$ cat src/rtl/iter_shifter.sv
// Iterative SLL/SRL/SRA unit that moves at most STEP bit positions per cycle.
// Sits beside the ALU in EX; the pipeline stalls while busy_o is high.
module iter_shifter #(
   parameter int         XLEN    = 32,
   parameter int         STEP    = 1,
   parameter logic [3:0] ALU_SLL = 4'b0001,
   parameter logic [3:0] ALU_SRL = 4'b0101,
   parameter logic [3:0] ALU_SRA = 4'b1101,
   localparam int        SHW     = $clog2(XLEN)
) (
   input  logic            clk_i,
   input  logic            rst_ni,
   input  logic            start_i,
   input  logic [XLEN-1:0] a_i,
   input  logic [SHW-1:0]  shamt_i,
   input  logic [3:0]      type_i,
   input  logic            flush_i,
   output logic            busy_o,
   output logic            valid_o,
   output logic [XLEN-1:0] c_o
);

   localparam int KW = SHW + 1;
   localparam logic [KW-1:0] STEPK = KW'(STEP);

   localparam logic [1:0] IDLE  = 2'd0;
   localparam logic [1:0] SHIFT = 2'd1;
   localparam logic [1:0] DONE  = 2'd2;

   logic [1:0]      state_q;
   logic [XLEN-1:0] work_q;
   logic [SHW-1:0]  rem_q;
   logic [3:0]      op_q;
   logic            sign_q;
   logic            valid_q;
   logic [XLEN-1:0] c_q;

   logic [KW-1:0]   k;
   logic            fill;
   logic [XLEN-1:0] work_nxt;
   logic [SHW-1:0]  rem_nxt;
   logic            type_ok;

   assign type_ok = (type_i == ALU_SLL) || (type_i == ALU_SRL) || (type_i == ALU_SRA);

   // One iteration: shift by min(STEP, rem); right shifts OR in a mask of fill bits.
   always_comb begin
      k        = (KW'(rem_q) >= STEPK) ? STEPK : KW'(rem_q);
      fill     = (op_q == ALU_SRA) ? sign_q : 1'b0;
      work_nxt = '0;
      if (op_q == ALU_SLL)
         work_nxt = work_q << k;
      else
         work_nxt = (work_q >> k) | ({XLEN{fill}} & ~({XLEN{1'b1}} >> k));
      rem_nxt  = rem_q - k[SHW-1:0];
   end

   always_ff @(posedge clk_i) begin
      if (!rst_ni) begin
         state_q <= IDLE;
         work_q  <= '0;
         rem_q   <= '0;
         op_q    <= '0;
         sign_q  <= 1'b0;
         valid_q <= 1'b0;
         c_q     <= '0;
      end else begin
         valid_q <= 1'b0;
         case (state_q)
            IDLE: begin
               if (start_i) begin
                  op_q   <= type_i;
                  rem_q  <= shamt_i;
                  sign_q <= a_i[XLEN-1];
                  if (!type_ok) begin
                     work_q  <= '0;
                     state_q <= DONE;
                  end else begin
                     work_q  <= a_i;
                     state_q <= (shamt_i != '0) ? SHIFT : DONE;
                  end
               end
            end
            SHIFT: begin
               if (flush_i) begin
                  state_q <= IDLE;
               end else begin
                  work_q <= work_nxt;
                  rem_q  <= rem_nxt;
                  if (rem_nxt == '0)
                     state_q <= DONE;
               end
            end
            DONE: begin
               // A flush here drops the result so c_o keeps its previous value.
               if (!flush_i) begin
                  c_q     <= work_q;
                  valid_q <= 1'b1;
               end
               state_q <= IDLE;
            end
            default: state_q <= IDLE;
         endcase
      end
   end

   assign busy_o  = (state_q != IDLE);
   assign valid_o = valid_q;
   assign c_o     = c_q;

endmodule

$ cat config.mk
export PLATFORM = sky130hd
export DESIGN_NAME = iter_shifter
export DESIGN_NICKNAME = d
export VERILOG_FILES = /design/src/rtl/iter_shifter.sv
export SDC_FILE = /design/constraint.sdc
export NUM_CORES = 1
export LEC_CHECK = 0
export ABC_AREA = 1
export BUFFER_PORTS_ARGS = -buffer_cell sky130_fd_sc_hd__buf_4
export CORE_MARGIN = 5
export CORE_UTILIZATION = 55
export DETAILED_ROUTE_END_ITERATION = 7
export HOLD_SLACK_MARGIN = 0.12
export PLACE_DENSITY = 0.8
export SETUP_SLACK_MARGIN = 0.4
export SLEW_MARGIN = 40
export SYNTH_ARGS = -nofsm -noshare
export SYNTH_HDL_FRONTEND = slang
export SYNTH_SLANG_ARGS = --single-unit
$ cat constraint.sdc
create_clock -name clk_i -period 2.6 [get_ports clk_i]
set_input_delay 0.39 -clock clk_i [delete_from_list [all_inputs] [get_ports clk_i]]
set_output_delay 0.39 -clock clk_i [all_outputs]
set_load 0.05 [all_outputs]
==> results of run 1 <==
state kept, by name, summed over array words and instances (netlist names):
signal	cells
c_o	32
work_q	32
rem_q	5
op_q	4
state_q	2
sign_q	1
valid_o	1
critical path: stages (launching register included):
cell and delay [ps]:
dfxtp_1 420, nand2_4 220, nor2_4 230, nor2_8 90, inv_4 380, o21ai_4 260
nand2_1 150, a21oi_2 60
layout make-up:
cell class	count	area (sq um)	share of cell area, %
Tap cell	99	124	2.59
Sequential cell	77	1540	32.2
Clock buffer	11	141	2.95
Timing Repair Buffer	83	636	13.3
Clock inverter	5	60.1	1.25
Inverter	56	213	4.44
Multi-Input combinational cell	443	2080	43.3
path summary, 6_finish.rpt:
check / from / to / slack [ps]
max: state_q[0] / work_q[21] / 650
min: a_i[31] / sign_q / 330
max reg2reg: state_q[0] / work_q[21] / 650
min reg2reg: c_o[13] / c_o[13] / 450
through the flow:
stage | utilization (%) | setup WS, ps | instances | power, W | hold slack [ps]
after floorplan | - | 983 | 614 | 0.00186 | 444
after global placement | 64.0 | 722 | 758 | 0.00203 | 433
after detailed placement | 64.0 | 683 | 758 | 0.00205 | 436
after CTS | 66.8 | 666 | 774 | 0.00297 | 327
after global routing | 66.8 | 452 | 774 | 0.00310 | 338
final | 66.8 | 648 | 774 | 0.00296 | 328
Yosys cell counts (2+ instances only):
master,count
a21oi_1,68
a21oi_2,10
buf_2,13
buf_4,3
buf_6,4
clkbuf_1,17
dfxtp_1,77
inv_1,50
inv_2,5
nand2_1,207
nand2_4,2
nand3_1,42
nand4_1,3
nor2_1,15
nor2_2,2
nor2_4,4
o211ai_1,2
o21ai_0,66
o21ai_1,15
logic make-up after synthesis:
kind of cell,Yosys count,share of synthesized area (%)
buf+inv,94,10.3
compound gates,164,21.8
fa+ha+maj,1,0.311
flops,77,38.3
simple gates,278,29.3
routing by layer:
| metal | vias up | GRT usage [%] | routed length, um |
|---|---|---|---|
| met3 | 20 | 4.03 | 847 |
| met5 | - | 0 | 0 |
| met4 | 0 | 9.00 | 202 |
| met1 | 1911 | 29.6 | 4560 |
| met2 | 192 | 40.4 | 5110 |
| li1 | 2101 | - | - |
where the power goes:
part           switching, W  total, W  internal, W
Combinational      0.000472  0.000693     0.000221
Sequential        0.0000740   0.00134      0.00126
Clock              0.000461  0.000933     0.000472
Total               0.00101   0.00296      0.00196
==> results.toml, run 1 <==
[finish]
drive_gt1_share_pct = 18.8
mostFrequentLayoutCells = "207 x nand2_1, 82 x buf_4, 77 x dfxtp_1, 68 x a21oi_1, 66 x o21ai_0"
final_area_sq_um = 4790
nNetsFinal = 716
area_growth_pct = 19.1
diodes = 0
layout_commonest_cell = "nand2_1"
nFillCells = 640

[grt]
grt_max_degree = 52
grt-ovfl-total = 0
grt_pass1_wl_mm = 17.3
first_global_vias = 3846
antenna_found_initial = 0
grt_usage_pct = 23.7

[floorplanning]
die_area_sq_um = 9120
dieWidth_um = 95.5
ioPinCount = 79
coreArea_sq_um = 7180
die_h_um = 95.5
start_util_pct = 56.1
rows = 31

[setup_path]
crit_arrival_ps = 2170
critical_path.max_fanout = 51
critPathLaunchType = "flip-flop"
required_ps = 2820
end_kind = "flip-flop"
reg2reg_depth = 7
crit_type = "reg2reg"

[clock_network]
path_clk_slew_ps = 90
cts_sinks = 77
cts_htree_levels = 3
cts_max_path_buffers = 2
clockRootBuffer = "clkbuf_8"
cts_resized = 0
clk_latency_ps = 360
numCtsBuffers = 9
cts_setup_buffers = 0
hold_buffers = 0
cts_tree = "built"

[sta]
fin_skew_ps = 9.00
drv_slew = 0
slew_headroom_pct = 48.4
fin_crit_ps = 1950
fin_crit_sh_pct = 75.1
hold_viol = 0
rsz0062_at_grt = "no"
max_freq_mhz = 512
worst_slew_pin_slew_ps = 773
setup_tns_ps = 0
final-setup-viol-count = 0

[detailed_routing]
drt_first_iter_violations = 331
antenna_left = 0
vias = 4224
wire_per_inst_um = 13.9
route.detailed.drc = 0
vias_per_cell = 5.46
wirelength_mm = 10.7
dr.pass1.iters = 5

[yosys]
synth_warnings = 0
syn-num-nets = 660
async_flop_share_pct = 0
yosysSeqAreaShare_pct = 38.3
synth_area_sq_um = 4020
synth_cell_types = 28
netlist.top_cell.by_area = "dfxtp_1"
postSynthAreaPerCell_sq_um = 6.55
synth_top_area_share_pct = 38.3
synth_edf_count = 0
synth_flop_cell = "dfxtp_1"
ys_ff_latch = 77
synthTopCellsByArea = "dfxtp_1 38%, nand2_1 19%, a21oi_1 8.5%"
syn_inst = 614

[pwr]
vdd_drop_max_mv = 0.332
power.leakage_nw = 2.13
power_density_nw_per_um2 = 618

[placement]
place_hpwl_mm = 7.05
port_buffers = 78
place_area_sq_um = 4590
place_congestion = 0.807

[flow_run]
maxCapViolCount = 0

[outcome]
status = "complete, no violations"

[worst_hold_path]
min_path_cells = 3
min_path_type = "in2reg"
Note: power is estimated with default switching activity, not from simulation.
==> inputs of run 2 (changes only) <==
==> constraint.sdc (replaced) <==
create_clock -name clk_i -period 1.8 [get_ports clk_i]
set_input_delay 0.27 -clock clk_i [delete_from_list [all_inputs] [get_ports clk_i]]
set_output_delay 0.27 -clock clk_i [all_outputs]
set_load 0.05 [all_outputs]
==> results.toml, run 2 (synthesis results as in run 1) <==
[grt]
grt-ovfl-total = 0
grt_usage_pct = 26.1
grt_max_degree = 66
first_global_vias = 4066
grt_pass1_wl_mm = 18.9
antenna_found_initial = 0

[detailed_routing]
vias = 4745
vias_per_cell = 5.80
wire_per_inst_um = 16.4
route.detailed.drc = 0
dr.pass1.iters = 6
drt_first_iter_violations = 574
wirelength_mm = 13.4
antenna_left = 0

[floorplanning]
rows = 31
die_area_sq_um = 9120
coreArea_sq_um = 7180
ioPinCount = 79
dieWidth_um = 95.5
die_h_um = 95.5
start_util_pct = 56.1

[pwr]
power_density_nw_per_um2 = 850
p_sw_share_pct = 35.3
clkPwrFrac_pct = 28.2
power_switching_w = 0.00164
p_comb_share_pct = 30.1
seq_power_share_pct = 41.7
power.leakage_nw = 2.42
p_int_w = 0.00301
vdd_drop_max_mv = 0.541

[setup_path]
crit_family = "simple AND/OR/NAND/NOR gates"
cpPeakStageDelay_ps = 360
crit_arrival_ps = 1820
crit_slowest_cell = "dfxtp_4"
critical_path.max_fanout = 37
end_kind = "flip-flop"
crit_type = "reg2reg"
worstPathCellList = "nor2_4 > nand3_4 > buf_4 > nand3_1 > nand2_1 > o21ai_1 > a21oi_1"
required_ps = 2040
path_buf_inv = 1
critPathLaunchType = "flip-flop"

[flow_run]
maxCapViolCount = 0

[sta]
fin_skew_ps = 9.44
fin_crit_ps = 1570
worst_slew_pin_slew_ps = 396
max_freq_mhz = 635
fin_crit_sh_pct = 87.5
hold_viol = 0
drv_slew = 0
rsz0062_at_grt = "yes"
slew_headroom_pct = 73.6
final-setup-viol-count = 0
setup_tns_ps = 0

[clock_network]
clk_latency_ps = 360
cts_sinks = 77
clockRootBuffer = "clkbuf_8"
cts_max_path_buffers = 2
cts_htree_levels = 3
hold_buffers = 0
numCtsBuffers = 9
cts_tree = "built"
path_clk_slew_ps = 80

[outcome]
status = "complete, no violations"

[finish]
nFillCells = 500
layout_commonest_cell = "nand2_1"
nNetsFinal = 761
area_growth_pct = 36.1
drive_gt1_share_pct = 29.1
final_area_sq_um = 5470
mostFrequentLayoutCells = "197 x nand2_1, 106 x buf_4, 67 x dfxtp_1, 66 x a21oi_1, 63 x o21ai_0"
diodes = 0

[placement]
port_buffers = 78
place_hpwl_mm = 7.40
place_congestion = 0.894
place_area_sq_um = 4740

[worst_hold_path]
min_path_type = "in2reg"
## run 2: final timing paths
check / from / to / slack [ps] / cells after the start
max: rem_q[1] / work_q[14] / 230 / 7
min: a_i[31] / sign_q / 190 / 3
max reg2reg: rem_q[1] / work_q[14] / 230 / 7
min reg2reg: c_o[1] / c_o[1] / 440 / 2
## run 2: worst min-delay path, stage by stage
cell and delay, ps:
buf_4 90, o21ai_0 70, nor2_1 80
## run 2: power groups by stage
stage / sequential [W] / clock (W) / combinational, W
after floorplan: 0.00211 / 0 / 0.000598
after global placement: 0.00196 / 0 / 0.00105
after detailed placement: 0.00197 / 0 / 0.00107
after CTS: 0.00193 / 0.00131 / 0.00119
after global routing: 0.00196 / 0.00141 / 0.00148
final: 0.00194 / 0.00131 / 0.00140
## run 2: area by class of cell
type                    instances  area [sq um]  share of cell area, %
clock inverters                 6          63.8                   1.17
clock buffers                   9           124                   2.26
well taps                      99           124                   2.26
repair buffers                126          1140                   20.8
repair inverters                1          8.76                  0.160
inverters                      56           233                   4.25
flip-flops and latches         77          1570                   28.7
multi-input cells             444          2210                   40.4
## run 2: per-layer routing
metal	share of wire (%)	up-vias	track usage [%]	wire (um)
met1	37	2134	33.3	4980
met3	11	89	5.13	1460
met4	4.1	0	11.6	546
met5	0	-	0	0
met2	48	332	42.7	6390
li1	-	2190	-	-
## run 2: per-stage QoR
step / hold slack [ps] / power [W] / worst slack (ps) / utilization (%) / instances
2_1_floorplan: 404 / 0.00271 / 329 / - / 614
3_3_place_gp: 431 / 0.00301 / 304 / 66.1 / 769
3_5_place_dp: 435 / 0.00304 / 254 / 66.1 / 769
4_1_cts: 185 / 0.00443 / 389 / 71.6 / 799
5_1_grt: 185 / 0.00484 / 151 / 76.3 / 818
6_report: 191 / 0.00465 / 225 / 76.3 / 818
## run 2: timing repair
action	in CTS	in global routing
gates resized for setup	25	35
pin swaps	17	24
gates cloned	1	6
setup buffers	14	13
setup endpoints to repair	40	40
==> inputs of run 3 (changes only) <==
--- a/config.mk
+++ b/config.mk
@@ -5,13 +5,14 @@
 export SDC_FILE = /design/constraint.sdc
 export NUM_CORES = 1
 export LEC_CHECK = 0
-export ABC_AREA = 1
+export ABC_AREA = 0
 export BUFFER_PORTS_ARGS = -buffer_cell sky130_fd_sc_hd__buf_4
+export CAP_MARGIN = 20
 export CORE_MARGIN = 5
-export CORE_UTILIZATION = 55
+export CORE_UTILIZATION = 53
 export DETAILED_ROUTE_END_ITERATION = 7
 export HOLD_SLACK_MARGIN = 0.12
-export PLACE_DENSITY = 0.8
+export PLACE_DENSITY = 0.79
 export SETUP_SLACK_MARGIN = 0.4
 export SLEW_MARGIN = 40
 export SYNTH_ARGS = -nofsm -noshare
==> results.toml, run 3 <==
[detailed_routing]
vias_per_cell = 5.74
wire_per_inst_um = 15.4
route.detailed.drc = 0
vias = 3326
antenna_left = 0
dr.pass1.iters = 4
drt_first_iter_violations = 210
wirelength_mm = 8.91

[finish]
nNetsFinal = 543
final_area_sq_um = 4480
nFillCells = 496
diodes = 0
mostFrequentLayoutCells = "127 x nand2_1, 96 x buf_4, 73 x dfxtp_1, 63 x a21oi_1, 30 x a221o_1"
layout_commonest_cell = "nand2_1"
area_growth_pct = 33.2
drive_gt1_share_pct = 28.9

[yosys]
synth_area_sq_um = 3360
syn_inst = 413
synth_most_common_cell = "nand2_1"
synth_cell_types = 43
synth_top_area_share_pct = 45.9
netlist.top_cell.by_area = "dfxtp_1"
synth_flop_cell = "dfxtp_1"
postSynthAreaPerCell_sq_um = 8.14
synthTopCellsByArea = "dfxtp_1 46%, nand2_1 14%, a21oi_1 10%"
netlist_top_cells_count = "127 x nand2_1, 77 x dfxtp_1, 68 x a21oi_1"
ys_ff_latch = 77
synth_warnings = 0
yosysSeqAreaShare_pct = 45.9
async_flop_share_pct = 0
synth_edf_count = 0
syn-num-nets = 459

[pwr]
power.leakage_nw = 1.69
power_switching_w = 0.000942
p_sw_share_pct = 26.0
seq_power_share_pct = 49.6
p_int_w = 0.00267
power_density_nw_per_um2 = 807
p_comb_share_pct = 14.3
clkPwrFrac_pct = 36.2
p_total_w = 0.00361
vdd_drop_max_mv = 0.531

[clock_network]
path_clk_slew_ps = 80
cts_htree_levels = 3
numCtsBuffers = 9
clockRootBuffer = "clkbuf_8"
cts_max_path_buffers = 2
cts_tree = "built"
clk_latency_ps = 350
hold_buffers = 0
cts_sinks = 77

[outcome]
violations = "negative setup slack"
status = "complete, but fails checks"

[sta]
fin_ws_ps = -55.2
final-setup-viol-count = 31
hold_viol = 0
drv_slew = 0
worst_slew_pin_slew_ps = 441
slew_headroom_pct = 70.4
fin_crit_sh_pct = 103
fin_skew_ps = 10.8
max_freq_mhz = 539
fin_crit_ps = 1860
rsz0062_at_grt = "yes"
setup_tns_ps = -655

[floorplanning]
die_area_sq_um = 8030
dieWidth_um = 89.6
ioPinCount = 79
coreArea_sq_um = 6240
rows = 29
start_util_pct = 53.8
die_h_um = 89.6

[grt]
grt_pass1_wl_mm = 14.2
grt-ovfl-total = 0
grt_max_degree = 33
grt_usage_pct = 22.5
first_global_vias = 3072
antenna_found_initial = 0

[setup_path]
crit-reg2reg-launch = "rem_q[1]"
crit_arrival_ps = 2080
end_kind = "flip-flop"
critical_path.max_fanout = 14
required_ps = 2020
critPathLaunchType = "flip-flop"
crit_type = "reg2reg"
worstSetupStartpoint = "rem_q[1]"

[worst_hold_path]
min_from = "a_i[25]"
min_path_type = "in2reg"

[placement]
place_congestion = 0.858
port_buffers = 78
pre_cts_slack_ps = -16.3
place_area_sq_um = 4140
place_hpwl_mm = 5.99

[flow_run]
maxCapViolCount = 0
run 3: layout make-up:
class | instances | area (sq um) | share of cell area (%)
clock buffers | 11 | 141 | 3.16
clock inverters | 5 | 58.8 | 1.31
inverters | 5 | 18.8 | 0.419
multi-input cells | 299 | 1740 | 38.8
flip-flops and latches | 77 | 1550 | 34.6
well taps | 77 | 96.3 | 2.15
repair buffers | 105 | 878 | 19.6
run 3: stage by stage:
| step | cells | util [%] | hold WS (ps) |
|---|---|---|---|
| after floorplan | 413 | - | 388 |
| after global placement | 558 | 66.3 | 443 |
| after detailed placement | 558 | 66.3 | 447 |
| after CTS | 574 | 70.0 | 136 |
| after global routing | 579 | 71.8 | 125 |
| final | 579 | 71.8 | 147 |
run 3: logic make-up (layout without fill, tap and decap cells):
group	after synthesis	in the layout	synth area share (%)
and+or+nand+nor	167	167	21.1
AOI/OAI and AO/OA	126	126	25.8
DFF	77	77	45.9
buffers and inverters	37	126	5.36
muxes	5	5	1.49
adders and majority gates	1	1	0.372
run 3: power groups by stage:
stage	Clock, W	Combinational (W)	Sequential (W)
6_report	0.00131	0.000515	0.00179
5_1_grt	0.00141	0.000555	0.00180
4_1_cts	0.00133	0.000465	0.00179
3_5_place_dp	0	0.000450	0.00183
3_3_place_gp	0	0.000443	0.00183
2_1_floorplan	0	0.000259	0.00183
run 3: path summary, 6_finish.rpt:
| check | endpoint | slack, ps | cells past startpoint |
|---|---|---|---|
| setup / recovery | work_q[7] | -60 | 5 |
| hold reg to reg | c_o[22] | 460 | 2 |
| setup reg to reg | work_q[7] | -60 | 5 |
| hold / removal | work_q[25] | 150 | 2 |
run 3: worst max-delay path, cell delays in order (launching register included):
cell and delay [ps]:
dfxtp_2 320, or4_4 590, o2111ai_4 310, buf_12 180, a21oi_1 50, a221o_1 270
run 3: metal layers:
| metal | vias up | wire length [um] | global-route usage, % |
|---|---|---|---|
| met2 | 116 | 4300 | 36.6 |
| met5 | - | 0 | 0 |
| met4 | 0 | 87 | 5.68 |
| met3 | 10 | 665 | 5.93 |
| met1 | 1566 | 3850 | 30.0 |
| li1 | 1634 | - | - |
run 3: what timing repair did:
item                                    4_1_cts  5_1_grt
cloned                                        0        1
pin swaps                                     1       14
endpoints found under the setup margin       40       64
buffers inserted                              0        4
resized for setup                            10       15
